--- config.mk ---
export PLATFORM = sky130hd
export DESIGN_NAME = ucsbece154b_bpred_ras_flat
export DESIGN_NICKNAME = d
export VERILOG_FILES = /design/src/rtl/ucsbece154b_bpred_ras_if.sv /design/src/rtl/ucsbece154b_bpred_ras.sv /design/src/flat_wrapper.sv
export SDC_FILE = /design/constraint.sdc
export NUM_CORES = 2
export LEC_CHECK = 0
export BUFFER_PORTS_ARGS = -buffer_cell sky130_fd_sc_hd__buf_4
export CORE_ASPECT_RATIO = 0.5
export CORE_MARGIN = 2
export CORE_UTILIZATION = 60
export DETAILED_ROUTE_END_ITERATION = 12
export PLACE_DENSITY = 0.77
export SYNTH_ARGS = -nofsm -noshare
export SYNTH_HDL_FRONTEND = slang
export SYNTH_SLANG_ARGS = --single-unit
--- constraint.sdc ---
create_clock -name clk -period 6.3 [get_ports clk]
set_clock_uncertainty 0.05 [all_clocks]
set_input_delay 1.26 -clock clk [delete_from_list [all_inputs] [get_ports clk]]
set_output_delay 1.26 -clock clk [all_outputs]
set_load 0.01 [all_outputs]
--- src/rtl/ucsbece154b_bpred_ras_if.sv ---
// Fetch/execute-facing bundle of the gshare + BTB + RAS branch predictor.
// The predictor takes the slave side; the pipeline (or a bench) takes the master side.
interface ucsbece154b_bpred_ras_if #(
  parameter int NUM_GHR_BITS    = 5,
  parameter int NUM_PHT_ENTRIES = 64,
  parameter int RAS_DEPTH       = 8
);
  localparam int PW = $clog2(NUM_PHT_ENTRIES);
  localparam int RW = $clog2(RAS_DEPTH);

  logic [31:0]             pc_i;
  logic                    fetch_valid_i;
  logic                    predict_taken_o;
  logic [31:0]             predict_target_o;
  logic [1:0]              predict_type_o;
  logic                    predict_hit_o;
  logic [PW-1:0]           pht_index_o;
  logic [NUM_GHR_BITS-1:0] ghr_ckpt_o;
  logic [2*RW:0]           ras_ckpt_o;
  logic                    resolve_valid_i;
  logic [31:0]             resolve_pc_i;
  logic [1:0]              resolve_type_i;
  logic                    resolve_taken_i;
  logic [31:0]             resolve_target_i;
  logic [PW-1:0]           resolve_pht_index_i;
  logic [NUM_GHR_BITS-1:0] resolve_ghr_i;
  logic [2*RW:0]           resolve_ras_i;
  logic                    resolve_mispredict_i;

  modport master (
    output pc_i, fetch_valid_i, resolve_valid_i, resolve_pc_i, resolve_type_i,
           resolve_taken_i, resolve_target_i, resolve_pht_index_i, resolve_ghr_i,
           resolve_ras_i, resolve_mispredict_i,
    input  predict_taken_o, predict_target_o, predict_type_o, predict_hit_o,
           pht_index_o, ghr_ckpt_o, ras_ckpt_o
  );

  modport slave (
    input  pc_i, fetch_valid_i, resolve_valid_i, resolve_pc_i, resolve_type_i,
           resolve_taken_i, resolve_target_i, resolve_pht_index_i, resolve_ghr_i,
           resolve_ras_i, resolve_mispredict_i,
    output predict_taken_o, predict_target_o, predict_type_o, predict_hit_o,
           pht_index_o, ghr_ckpt_o, ras_ckpt_o
  );
endinterface

--- src/rtl/ucsbece154b_bpred_ras.sv ---
// Gshare direction predictor with a direct-mapped tagged BTB and a circular return-address stack.
// Same-cycle lookup at fetch; training and checkpoint-based history repair at execute.
module ucsbece154b_bpred_ras #(
  parameter int NUM_BTB_ENTRIES = 32,
  parameter int NUM_GHR_BITS    = 5,
  parameter int NUM_PHT_ENTRIES = 64,
  parameter int RAS_DEPTH       = 8
) (
  input logic                    clk,
  input logic                    reset_ni,
  ucsbece154b_bpred_ras_if.slave bp
);
  localparam int IDX = $clog2(NUM_BTB_ENTRIES);
  localparam int TW  = 30 - IDX;
  localparam int PW  = $clog2(NUM_PHT_ENTRIES);
  localparam int RW  = $clog2(RAS_DEPTH);

  localparam logic [1:0]  T_BRANCH = 2'b00;
  localparam logic [1:0]  T_CALL   = 2'b10;
  localparam logic [1:0]  T_RET    = 2'b11;
  localparam logic [RW:0] CNT_FULL = (RW+1)'(RAS_DEPTH);
  localparam logic [RW:0] CNT_ZERO = {(RW+1){1'b0}};

  logic [NUM_BTB_ENTRIES-1:0] btb_valid_r;
  logic [TW-1:0]              btb_tag_r    [NUM_BTB_ENTRIES];
  logic [31:0]                btb_target_r [NUM_BTB_ENTRIES];
  logic [1:0]                 btb_type_r   [NUM_BTB_ENTRIES];
  logic [1:0]                 pht_r        [NUM_PHT_ENTRIES];
  logic [NUM_GHR_BITS-1:0]    ghr_r;
  logic [31:0]                ras_data_r   [RAS_DEPTH];
  logic [RW-1:0]              ras_ptr_r;
  logic [RW:0]                ras_cnt_r;

  logic [IDX-1:0]          f_idx_s;
  logic [IDX-1:0]          r_idx_s;
  logic                    hit_s;
  logic [PW-1:0]           pht_idx_s;
  logic                    pred_taken_s;
  logic [31:0]             pred_target_s;
  logic [1:0]              pred_type_s;
  logic                    repair_s;
  logic [NUM_GHR_BITS-1:0] ghr_nxt_s;
  logic [RW-1:0]           ras_ptr_base_s;
  logic [RW:0]             ras_cnt_base_s;
  logic                    ras_push_s;
  logic                    ras_pop_s;
  logic [31:0]             ras_push_data_s;
  logic [RW-1:0]           ras_ptr_nxt_s;
  logic [RW:0]             ras_cnt_nxt_s;

  assign f_idx_s  = bp.pc_i[IDX+1:2];
  assign r_idx_s  = bp.resolve_pc_i[IDX+1:2];
  assign repair_s = bp.resolve_valid_i && bp.resolve_mispredict_i;

  // Fetch-side lookup: BTB hit, gshare direction and target selection
  always_comb begin
    hit_s         = btb_valid_r[f_idx_s] && (btb_tag_r[f_idx_s] == bp.pc_i[31:IDX+2]);
    pht_idx_s     = bp.pc_i[PW+1:2] ^ PW'(ghr_r);
    pred_taken_s  = 1'b0;
    pred_target_s = 32'd0;
    pred_type_s   = T_BRANCH;
    if (hit_s) begin
      pred_type_s   = btb_type_r[f_idx_s];
      pred_target_s = btb_target_r[f_idx_s];
      case (btb_type_r[f_idx_s])
        T_BRANCH: pred_taken_s = pht_r[pht_idx_s][1];
        T_RET: begin
          pred_taken_s = 1'b1;
          if (ras_cnt_r != CNT_ZERO) begin
            pred_target_s = ras_data_r[ras_ptr_r];
          end else begin
            pred_target_s = btb_target_r[f_idx_s];
          end
        end
        default: pred_taken_s = 1'b1;
      endcase
    end else begin
      pred_taken_s = 1'b0;
    end
  end

  assign bp.predict_hit_o    = hit_s;
  assign bp.predict_taken_o  = pred_taken_s;
  assign bp.predict_target_o = pred_target_s;
  assign bp.predict_type_o   = pred_type_s;
  assign bp.pht_index_o      = pht_idx_s;
  assign bp.ghr_ckpt_o       = ghr_r;
  assign bp.ras_ckpt_o       = {ras_cnt_r, ras_ptr_r};

  // History source select: a repair rebuilds from the checkpoint and masks fetch speculation
  always_comb begin
    ghr_nxt_s       = ghr_r;
    ras_ptr_base_s  = ras_ptr_r;
    ras_cnt_base_s  = ras_cnt_r;
    ras_push_s      = 1'b0;
    ras_pop_s       = 1'b0;
    ras_push_data_s = bp.pc_i + 32'd4;
    if (repair_s) begin
      if (bp.resolve_type_i == T_BRANCH) begin
        ghr_nxt_s = {bp.resolve_ghr_i[NUM_GHR_BITS-2:0], bp.resolve_taken_i};
      end else begin
        ghr_nxt_s = bp.resolve_ghr_i;
      end
      ras_cnt_base_s  = bp.resolve_ras_i[2*RW:RW];
      ras_ptr_base_s  = bp.resolve_ras_i[RW-1:0];
      ras_push_s      = (bp.resolve_type_i == T_CALL);
      ras_pop_s       = (bp.resolve_type_i == T_RET);
      ras_push_data_s = bp.resolve_pc_i + 32'd4;
    end else if (bp.fetch_valid_i && hit_s) begin
      case (btb_type_r[f_idx_s])
        T_BRANCH: ghr_nxt_s  = {ghr_r[NUM_GHR_BITS-2:0], pred_taken_s};
        T_CALL:   ras_push_s = 1'b1;
        T_RET:    ras_pop_s  = 1'b1;
        default:  ghr_nxt_s  = ghr_r;
      endcase
    end else begin
      ghr_nxt_s = ghr_r;
    end
  end

  // RAS pointer/count arithmetic; a full stack keeps its count and overwrites the oldest slot
  always_comb begin
    ras_ptr_nxt_s = ras_ptr_base_s;
    ras_cnt_nxt_s = ras_cnt_base_s;
    if (ras_push_s) begin
      ras_ptr_nxt_s = ras_ptr_base_s + RW'(1);
      if (ras_cnt_base_s != CNT_FULL) begin
        ras_cnt_nxt_s = ras_cnt_base_s + (RW+1)'(1);
      end else begin
        ras_cnt_nxt_s = ras_cnt_base_s;
      end
    end else if (ras_pop_s && (ras_cnt_base_s != CNT_ZERO)) begin
      ras_ptr_nxt_s = ras_ptr_base_s - RW'(1);
      ras_cnt_nxt_s = ras_cnt_base_s - (RW+1)'(1);
    end else begin
      ras_ptr_nxt_s = ras_ptr_base_s;
    end
  end

  // Speculative history registers
  always_ff @(posedge clk or negedge reset_ni) begin
    if (!reset_ni) begin
      ghr_r     <= {NUM_GHR_BITS{1'b0}};
      ras_ptr_r <= {RW{1'b0}};
      ras_cnt_r <= CNT_ZERO;
    end else begin
      ghr_r     <= ghr_nxt_s;
      ras_ptr_r <= ras_ptr_nxt_s;
      ras_cnt_r <= ras_cnt_nxt_s;
    end
  end

  // RAS storage (contents are never restored on repair)
  always_ff @(posedge clk) begin
    if (ras_push_s) begin
      ras_data_r[ras_ptr_nxt_s] <= ras_push_data_s;
    end
  end

  // BTB valid bits: only taken resolutions allocate
  always_ff @(posedge clk or negedge reset_ni) begin
    if (!reset_ni) begin
      btb_valid_r <= {NUM_BTB_ENTRIES{1'b0}};
    end else if (bp.resolve_valid_i && bp.resolve_taken_i) begin
      btb_valid_r[r_idx_s] <= 1'b1;
    end
  end

  // BTB payload
  always_ff @(posedge clk) begin
    if (bp.resolve_valid_i && bp.resolve_taken_i) begin
      btb_tag_r[r_idx_s]    <= bp.resolve_pc_i[31:IDX+2];
      btb_target_r[r_idx_s] <= bp.resolve_target_i;
      btb_type_r[r_idx_s]   <= bp.resolve_type_i;
    end
  end

  // PHT saturating counters, trained with the index captured at fetch
  always_ff @(posedge clk or negedge reset_ni) begin
    if (!reset_ni) begin
      for (int i = 0; i < NUM_PHT_ENTRIES; i++) begin
        pht_r[i] <= 2'b01;
      end
    end else if (bp.resolve_valid_i && (bp.resolve_type_i == T_BRANCH)) begin
      if (bp.resolve_taken_i && (pht_r[bp.resolve_pht_index_i] != 2'b11)) begin
        pht_r[bp.resolve_pht_index_i] <= pht_r[bp.resolve_pht_index_i] + 2'b01;
      end else if (!bp.resolve_taken_i && (pht_r[bp.resolve_pht_index_i] != 2'b00)) begin
        pht_r[bp.resolve_pht_index_i] <= pht_r[bp.resolve_pht_index_i] - 2'b01;
      end
    end
  end
endmodule
--- src/flat_wrapper.sv ---
// flat-port wrapper written by rule: the top's interface ports become plain ports
module ucsbece154b_bpred_ras_flat 
#(
  parameter int NUM_BTB_ENTRIES = 32,
  parameter int NUM_GHR_BITS    = 5,
  parameter int NUM_PHT_ENTRIES = 64,
  parameter int RAS_DEPTH       = 8
)
  (clk, reset_ni, bp_pc_i, bp_fetch_valid_i, bp_resolve_valid_i, bp_resolve_pc_i, bp_resolve_type_i, bp_resolve_taken_i, bp_resolve_target_i, bp_resolve_pht_index_i, bp_resolve_ghr_i, bp_resolve_ras_i, bp_resolve_mispredict_i, bp_predict_taken_o, bp_predict_target_o, bp_predict_type_o, bp_predict_hit_o, bp_pht_index_o, bp_ghr_ckpt_o, bp_ras_ckpt_o);
  ucsbece154b_bpred_ras_if #(.NUM_GHR_BITS(NUM_GHR_BITS), .NUM_PHT_ENTRIES(NUM_PHT_ENTRIES), .RAS_DEPTH(RAS_DEPTH)) bp_i ();
  input logic clk;
  input logic reset_ni;
  input wire logic [$bits(bp_i.pc_i)-1:0] bp_pc_i;
  input wire logic [$bits(bp_i.fetch_valid_i)-1:0] bp_fetch_valid_i;
  input wire logic [$bits(bp_i.resolve_valid_i)-1:0] bp_resolve_valid_i;
  input wire logic [$bits(bp_i.resolve_pc_i)-1:0] bp_resolve_pc_i;
  input wire logic [$bits(bp_i.resolve_type_i)-1:0] bp_resolve_type_i;
  input wire logic [$bits(bp_i.resolve_taken_i)-1:0] bp_resolve_taken_i;
  input wire logic [$bits(bp_i.resolve_target_i)-1:0] bp_resolve_target_i;
  input wire logic [$bits(bp_i.resolve_pht_index_i)-1:0] bp_resolve_pht_index_i;
  input wire logic [$bits(bp_i.resolve_ghr_i)-1:0] bp_resolve_ghr_i;
  input wire logic [$bits(bp_i.resolve_ras_i)-1:0] bp_resolve_ras_i;
  input wire logic [$bits(bp_i.resolve_mispredict_i)-1:0] bp_resolve_mispredict_i;
  output wire logic [$bits(bp_i.predict_taken_o)-1:0] bp_predict_taken_o;
  output wire logic [$bits(bp_i.predict_target_o)-1:0] bp_predict_target_o;
  output wire logic [$bits(bp_i.predict_type_o)-1:0] bp_predict_type_o;
  output wire logic [$bits(bp_i.predict_hit_o)-1:0] bp_predict_hit_o;
  output wire logic [$bits(bp_i.pht_index_o)-1:0] bp_pht_index_o;
  output wire logic [$bits(bp_i.ghr_ckpt_o)-1:0] bp_ghr_ckpt_o;
  output wire logic [$bits(bp_i.ras_ckpt_o)-1:0] bp_ras_ckpt_o;
  assign bp_i.pc_i = bp_pc_i;
  assign bp_i.fetch_valid_i = bp_fetch_valid_i;
  assign bp_i.resolve_valid_i = bp_resolve_valid_i;
  assign bp_i.resolve_pc_i = bp_resolve_pc_i;
  assign bp_i.resolve_type_i = bp_resolve_type_i;
  assign bp_i.resolve_taken_i = bp_resolve_taken_i;
  assign bp_i.resolve_target_i = bp_resolve_target_i;
  assign bp_i.resolve_pht_index_i = bp_resolve_pht_index_i;
  assign bp_i.resolve_ghr_i = bp_resolve_ghr_i;
  assign bp_i.resolve_ras_i = bp_resolve_ras_i;
  assign bp_i.resolve_mispredict_i = bp_resolve_mispredict_i;
  assign bp_predict_taken_o = bp_i.predict_taken_o;
  assign bp_predict_target_o = bp_i.predict_target_o;
  assign bp_predict_type_o = bp_i.predict_type_o;
  assign bp_predict_hit_o = bp_i.predict_hit_o;
  assign bp_pht_index_o = bp_i.pht_index_o;
  assign bp_ghr_ckpt_o = bp_i.ghr_ckpt_o;
  assign bp_ras_ckpt_o = bp_i.ras_ckpt_o;
  ucsbece154b_bpred_ras #(.NUM_BTB_ENTRIES(NUM_BTB_ENTRIES), .NUM_GHR_BITS(NUM_GHR_BITS), .NUM_PHT_ENTRIES(NUM_PHT_ENTRIES), .RAS_DEPTH(RAS_DEPTH)) u_core (.clk(clk), .reset_ni(reset_ni), .bp(bp_i));
endmodule
* After elaboration in Yosys (flattened, before gate mapping)
Memories as Yosys holds them, arrays and structs flattened.
Index checks and enable logic that the tools add are counted.
** Cells by class
- Bitwise logic cells :: 4
- Equal/unequal tests :: 7
- $lt $le $gt $ge :: 6
- Add/sub/neg operators :: 8
- Reductions and logical operators :: 21
- Mux-type cells :: 44
** Operators with widths (count)
- 128-bit bitwise mux :: 2
- 128-bit 2-to-1 mux :: 2
- 32-bit 2-to-1 mux :: 4
- 32-bit by 3-bit adder with 32-bit output, second input constant :: 2
- 32-bit OR :: 1
- 25-bit equality test :: 1
- 2-bit binary-select mux with 6-bit select :: 2
- 5-bit 2-to-1 mux :: 4
- 4-bit 2-to-1 mux :: 4
- 7-bit >= comparator, second input constant :: 2
- 1-bit 2-to-1 mux :: 14
- 6-bit inverter with 7-bit output :: 2
- 2-bit demux with 6-bit select :: 1
- 5-bit by 6-bit less-than comparator with 1-bit output, second input constant :: 2
- 2-bit 2-to-1 mux :: 6
- 1-bit logical AND :: 10
- 3-bit 2-to-1 mux :: 3
- 2-bit equality test, second input constant :: 4
- 2-bit nonzero test :: 4
- 4-bit nonzero test :: 2
- 7-bit by 1-bit less-than comparator with 1-bit output, second input constant :: 1
- 6-bit by 5-bit bitwise XOR with 6-bit output :: 1
- 1-bit binary-select mux with 5-bit select :: 1
- 1-bit demux with 5-bit select :: 1
- other kinds (12) :: 14
** Storage, ports and cells
- Input bits :: 122
- Register bits :: 172
- Logic and storage cells :: 162
- RAM bits :: 2144
- Memories kept :: 4
** Memories
- u_core.btb_target_r :: words 32, width 32, read ports 1, clocked after memory_dff 0, write ports 1, RTL line ucsbece154b_bpred_ras.sv:26 : logic [31:0] btb_target_r [NUM_BTB_ENTRIES];
- u_core.btb_tag_r :: words 32, width 25, read ports 1, clocked after memory_dff 0, write ports 1, RTL line ucsbece154b_bpred_ras.sv:25 : logic [TW-1:0] btb_tag_r [NUM_BTB_ENTRIES];
- u_core.ras_data_r :: words 8, width 32, read ports 1, clocked after memory_dff 0, write ports 1, RTL line ucsbece154b_bpred_ras.sv:30 : logic [31:0] ras_data_r [RAS_DEPTH];
- u_core.btb_type_r :: words 32, width 2, read ports 1, clocked after memory_dff 0, write ports 1, RTL line ucsbece154b_bpred_ras.sv:27 : logic [1:0] btb_type_r [NUM_BTB_ENTRIES];

* Logic depth before layout (Yosys ltp)
- Word-level depth :: 10
- Mapped depth :: 20
- Depth with buffers taken out :: 17

* Worst setup path after synthesis
No wires, ideal clock.
- Path kind :: input to register
- Start :: input port bp_pc_i[2]
- End :: memory u_core.ras_data_r[0][0], enable pin
- Setup slack :: -186 ps
- Data arrival time :: 6001 ps
- Cell stages on the path :: 15
- Data required time :: 5815 ps
- Setup time :: 435 ps
- Cells stage by stage :: buf_4 > buf_4 > buf_2 > buf_2 > buf_2 > mux2i_1 > a22oi_1 > nand3_1 > nand4_1 > xor2_1 > nor4_1 > nand4_2 > o31ai_4 > a31o_2 > mux2i_1
** Between the ends
- Longest elaborated chain between the ends :: 9
** Ends and longest elaborated chain
- start: declaration :: RTL line flat_wrapper.sv:13 : input wire logic [$bits(bp_i.pc_i)-1:0] bp_pc_i;
- memory read 32 x 25 bit / 1-bit binary-select mux with 5-bit select (equally long branches)
- 25-bit equality test / 1-bit 2-to-1 mux (equally long branches) :: RTL line ucsbece154b_bpred_ras.sv:57 : hit_s = btb_valid_r[f_idx_s] && (btb_tag_r[f_idx_s] == bp.pc_i[31:IDX+2]);
- 1-bit logical AND :: RTL line ucsbece154b_bpred_ras.sv:57
- 1-bit logical AND :: RTL line ucsbece154b_bpred_ras.sv:109 : end else if (bp.fetch_valid_i && hit_s) begin
- 1-bit 2-to-1 mux :: RTL line ucsbece154b_bpred_ras.sv:109
- 1-bit 2-to-1 mux :: RTL line ucsbece154b_bpred_ras.sv:98 : if (repair_s) begin
- 1-bit logical AND :: RTL line ucsbece154b_bpred_ras.sv:132 : end else if (ras_pop_s && (ras_cnt_base_s != CNT_ZERO)) begin
- 3-bit 2-to-1 mux :: RTL line ucsbece154b_bpred_ras.sv:132
- 3-bit 2-to-1 mux :: RTL line ucsbece154b_bpred_ras.sv:125 : if (ras_push_s) begin
- end: declaration :: RTL line ucsbece154b_bpred_ras.sv:30
Parallel ways exist; a longest one is shown, timed or not. The select of a mux whose other input is x is not followed.

* Final worst setup path
- Start :: input port bp_pc_i[6]
- End :: output port bp_predict_target_o[27]
** Between the ends
- Longest elaborated chain between the ends :: 4
** Ends and longest elaborated chain
- memory read 32 x 25 bit (tied with other cells)
- 25-bit equality test (tied with other cells) :: RTL line ucsbece154b_bpred_ras.sv:57
- 1-bit logical AND / 32-bit 2-to-1 mux (equally long branches) :: RTL line ucsbece154b_bpred_ras.sv:57, ucsbece154b_bpred_ras.sv:65
- 32-bit 2-to-1 mux * :: RTL line ucsbece154b_bpred_ras.sv:62 : if (hit_s) begin
- end: declaration :: RTL line flat_wrapper.sv:25 : output wire logic [$bits(bp_i.predict_target_o)-1:0] bp_predict_target_o;
Every way passes the cells marked *; elsewhere a longest branch is shown, timed or not. The select of a mux whose other input is x is not followed.

==> results by group <==
Final layout
  – Multi-input gate area: 22600 um^2
  – FF/Latch Area: 68800 um^2
  – Layout area overhead: 12.8%
  – Share of cells above drive strength 1: 29.3%
  – Most common cell after layout, fill and taps aside: edfxtp_1
  – Final net count: 4974
  – Most frequent cells in the layout: edfxtp_1 (2144), mux4_2 (523), buf_4 (339)
  – Final non-filler cell total: 7066
  – Layout fillers: 8966
  – Fin util: 68.3%

Logic synthesis
  – Synthesized area: 92100 um^2
  – Synth Area per Inst: 20.4 um^2
  – Syn_nets: 4636
  – Async SR Flop Fraction: 7.43%
  – Ys flop type: edfxtp_1
  – Syn Inst Count: 4507
  – Post-synth EDFFs: 2144
  – Sequential share of the synthesized area: 74.7%
  – Synth unique cells: 61
  – Ys Warns: 0
  – Seq cells post-synth: 2316

Power
  – Combinational power share: 8.6%
  – Clk pwr share: 37.1%
  – Power Density: 306 nW/um^2
  – Leak Pwr: 0.0342 uW
  – Switching Power: 7370 uW
  – Pint: 24400 uW
  – Sw Ratio: 23.2%
  – Maximum VDD drop: 0.264 mV
  – Sequential power share: 54.3%

Clock tree
  – Clock Root Buffer: clkbuf_16
  – CTS Buffer Depth: 3
  – Worst-path clk slew: 0.07 ns
  – TritonCTS clock tree: yes
  – H-Tree Depth: 4
  – Total CTS buffers: 188
  – Clock sinks: 2316
  – Clock insertion delay at the later pin of the skew report: 0.83 ns
  – Setup repair bufs after CTS: 0
  – Hold_buf cts: 0

Floorplan
  – Std cell rows: 101
  – Core area: 152000 um^2
  – Initial core utilization: 60.6%
  – Die area: 157000 um^2
  – Die height: 281 um
  – Die Width: 558 um
  – I/O pin cnt: 176

Route
  – Drc violations: 0
  – DRT Wirelength: 255000 um
  – DRT Pass-1 Iters: 6
  – DR vias/cell: 7.12
  – Remaining antenna violation count: 0
  – Drt wl/cell: 36.1 um
  – Initial DRC Count: 8744
  – DR vias: 50.3k

Global route
  – Largest net degree at the start of global routing: 132
  – First-pass GRT wire length: 358000 um
  – Total congestion overflow: 0
  – Vias in the first global route: 49.6k
  – Total global-route track usage: 32.6%
  – Antenna violations before repair: 9

Setup path
  – Critical Path Most Common Cell: buf_4
  – Crit. End Element: output pin
  – CP Launch Type: primary input
  – WP data arrival: 4.93 ns
  – CP Max Fanout: 35
  – Crit path kind: in2out
  – Crit path buffers/inverters: 8
  – Required @ worst endpoint: 4.99 ns
  – Critical Path Max Stage Delay: 0.56 ns
  – CP top delay family: buffers and inverters
  – Crit-path slowest cell: buf_4
  – Worst path cell trace: buf_6 > buf_12 > buf_4 > nand2_1 > a21oi_1 > nor4_1 > buf_4 > xnor2_1 > nand3_1 > nor4_2 > buf_4 > nand4_4 > buf_12 > a211oi_1 > buf_4 > buf_4

Placement
  – Post-DP HPWL: 135000 um
  – Port Buffers: 175
  – GP Congestion: 0.901
  – Placed Cells: 6710

Timing
  – Fin crit period: 6.24 ns
  – RSZ-0062 raised after global routing: false
  – Hold Vio Cnt, Final: 0
  – Final Setup Violations: 0
  – Slew Limit Fails: 0
  – Worst-Margin Slew: 1.45 ns
  – Final Cycle Share: 99.1%
  – Peak Freq: 160 MHz
  – Max-slew headroom: 2.95%

Run
  – Max_cap viols: 0

Hold path
  – Class of the worst hold path: reg2reg

Outcome
  – Outcome: finished, final reports clean
==> power by group through the flow <==
stage                     combinational, uW  clock (uW)  sequential (uW)
after floorplan                        1610           0            17400
after global placement                 2580           0            17500
after detailed placement               2640           0            17600
after CTS                              2670       11800            17200
after global routing                   2850       12400            17200
final                                  2730       11800            17200
==> synth_stat cells (all sizes together), types with 3 or more instances <==
cell type | count | share of area [%]
clkbuf | 151 | 0.62
nor2 | 111 | 0.45
a22oi | 121 | 0.99
a22o | 6 | 0.057
nand2 | 144 | 0.59
nor4 | 13 | 0.088
a31oi | 9 | 0.061
a32oi | 6 | 0.057
dfstp | 64 | 1.8
o21ai | 52 | 0.28
and2 | 8 | 0.054
dfrtp | 108 | 2.9
nand3b | 10 | 0.082
nand4b | 4 | 0.038
o31ai | 3 | 0.054
nor3 | 7 | 0.038
o221ai | 5 | 0.048
ha | 7 | 0.095
nand2b | 5 | 0.034
or3b | 4 | 0.038
nand4 | 24 | 0.17
edfxtp | 2144 | 70
mux4 | 523 | 13
mux2 | 118 | 1.4
xnor2 | 29 | 0.28
and3 | 11 | 0.075
a311oi | 3 | 0.029
nand3 | 79 | 0.43
xor2 | 32 | 0.30
buf | 101 | 0.57
or2 | 37 | 0.25
a21oi | 23 | 0.13
a211oi | 68 | 0.55
or3 | 4 | 0.027
mux2i | 322 | 3.5
nor3b | 4 | 0.033
nor2b | 44 | 0.30
o22ai | 41 | 0.28
a221oi | 21 | 0.20
inv | 17 | 0.069
==> layout make-up <==
class	instances	share of cell area (%)
well taps	2060	2.48
flip-flops and latches	2316	66.2
inverters	18	0.0663
clock buffers	237	4.72
diodes	5	0.0121
clock inverters	109	1.10
multi-input cells	1921	21.8
repair buffers	400	3.63
==> layer usage <==
layer / vias up / GRT usage [%] / share of wire, %
met5: - / 0 / 0.011
li1: 19300 / - / -
met4: 4 / 13.3 / 4.4
met3: 667 / 8.43 / 14
met2: 4358 / 49.8 / 47
met1: 26000 / 45.4 / 35
==> final timing paths <==
check / end / cells past startpoint / start / slack (ns)
max: bp_predict_target_o[27] / 16 / bp_pc_i[6] / 0.06
max reg2reg: u_core.ras_data_r[0][16]$_DFFE_PP_ / 14 / u_core.btb_tag_r[17][12]$_DFFE_PP_ / 1.52
min: u_core.btb_valid_r[6]$_DFFE_PN0P_ / 1 / u_core.btb_valid_r[6]$_DFFE_PN0P_ / 0.42
min reg2reg: u_core.btb_valid_r[6]$_DFFE_PN0P_ / 1 / u_core.btb_valid_r[6]$_DFFE_PN0P_ / 0.42
max in group asynchronous: u_core.pht_r[47]$_DFFE_PN0P_ / 2 / reset_ni / 4.23
min in group asynchronous: u_core.pht_r[109]$_DFFE_PN0P_ / 1 / reset_ni / 0.44
==> kinds of logic after synthesis <==
group                    after synthesis  share of synthesized area [%]
XOR/XNOR                              61                          0.580
AO/OA/AOI/OAI                        379                           2.93
multiplexers                         963                           17.7
adder cells (fa/ha/maj)                7                         0.0951
AND/OR/NAND/NOR                      511                           2.72
buffers and inverters                270                           1.25
flip-flops                          2316                           74.7
==> registers in the layout, summed over array words and instances (netlist names), 4 cells and up, named ones only <==
name,flops
u_core.btb_type_r,64
u_core.ras_data_r,256
u_core.pht_r,64
u_core.ras_cnt_r,4
u_core.btb_target_r,1024
u_core.btb_tag_r,800
u_core.btb_valid_r,32
u_core.bp.ghr_ckpt_o,5
==> repair_timing <==
item                       in CTS  in global routing
resized for setup               2                 10
setup endpoints to repair       4                 30
gates cloned                    0                  4
==> stage by stage <==
step                      worst slack (ns)  power, uW  TNS, ns  area [um^2]  hold WS (ns)
after floorplan                     -0.186      19100   -23.83        92100         0.384
after global placement               0.122      20100        0        97600         0.397
after detailed placement            0.0386      20200        0        97600         0.401
after CTS                           0.0295      31700        0       104000         0.417
after global routing                0.0372      32500        0       104000         0.430
final                               0.0554      31700        0       104000         0.419
Note: power is estimated with default switching activity, not from simulation.
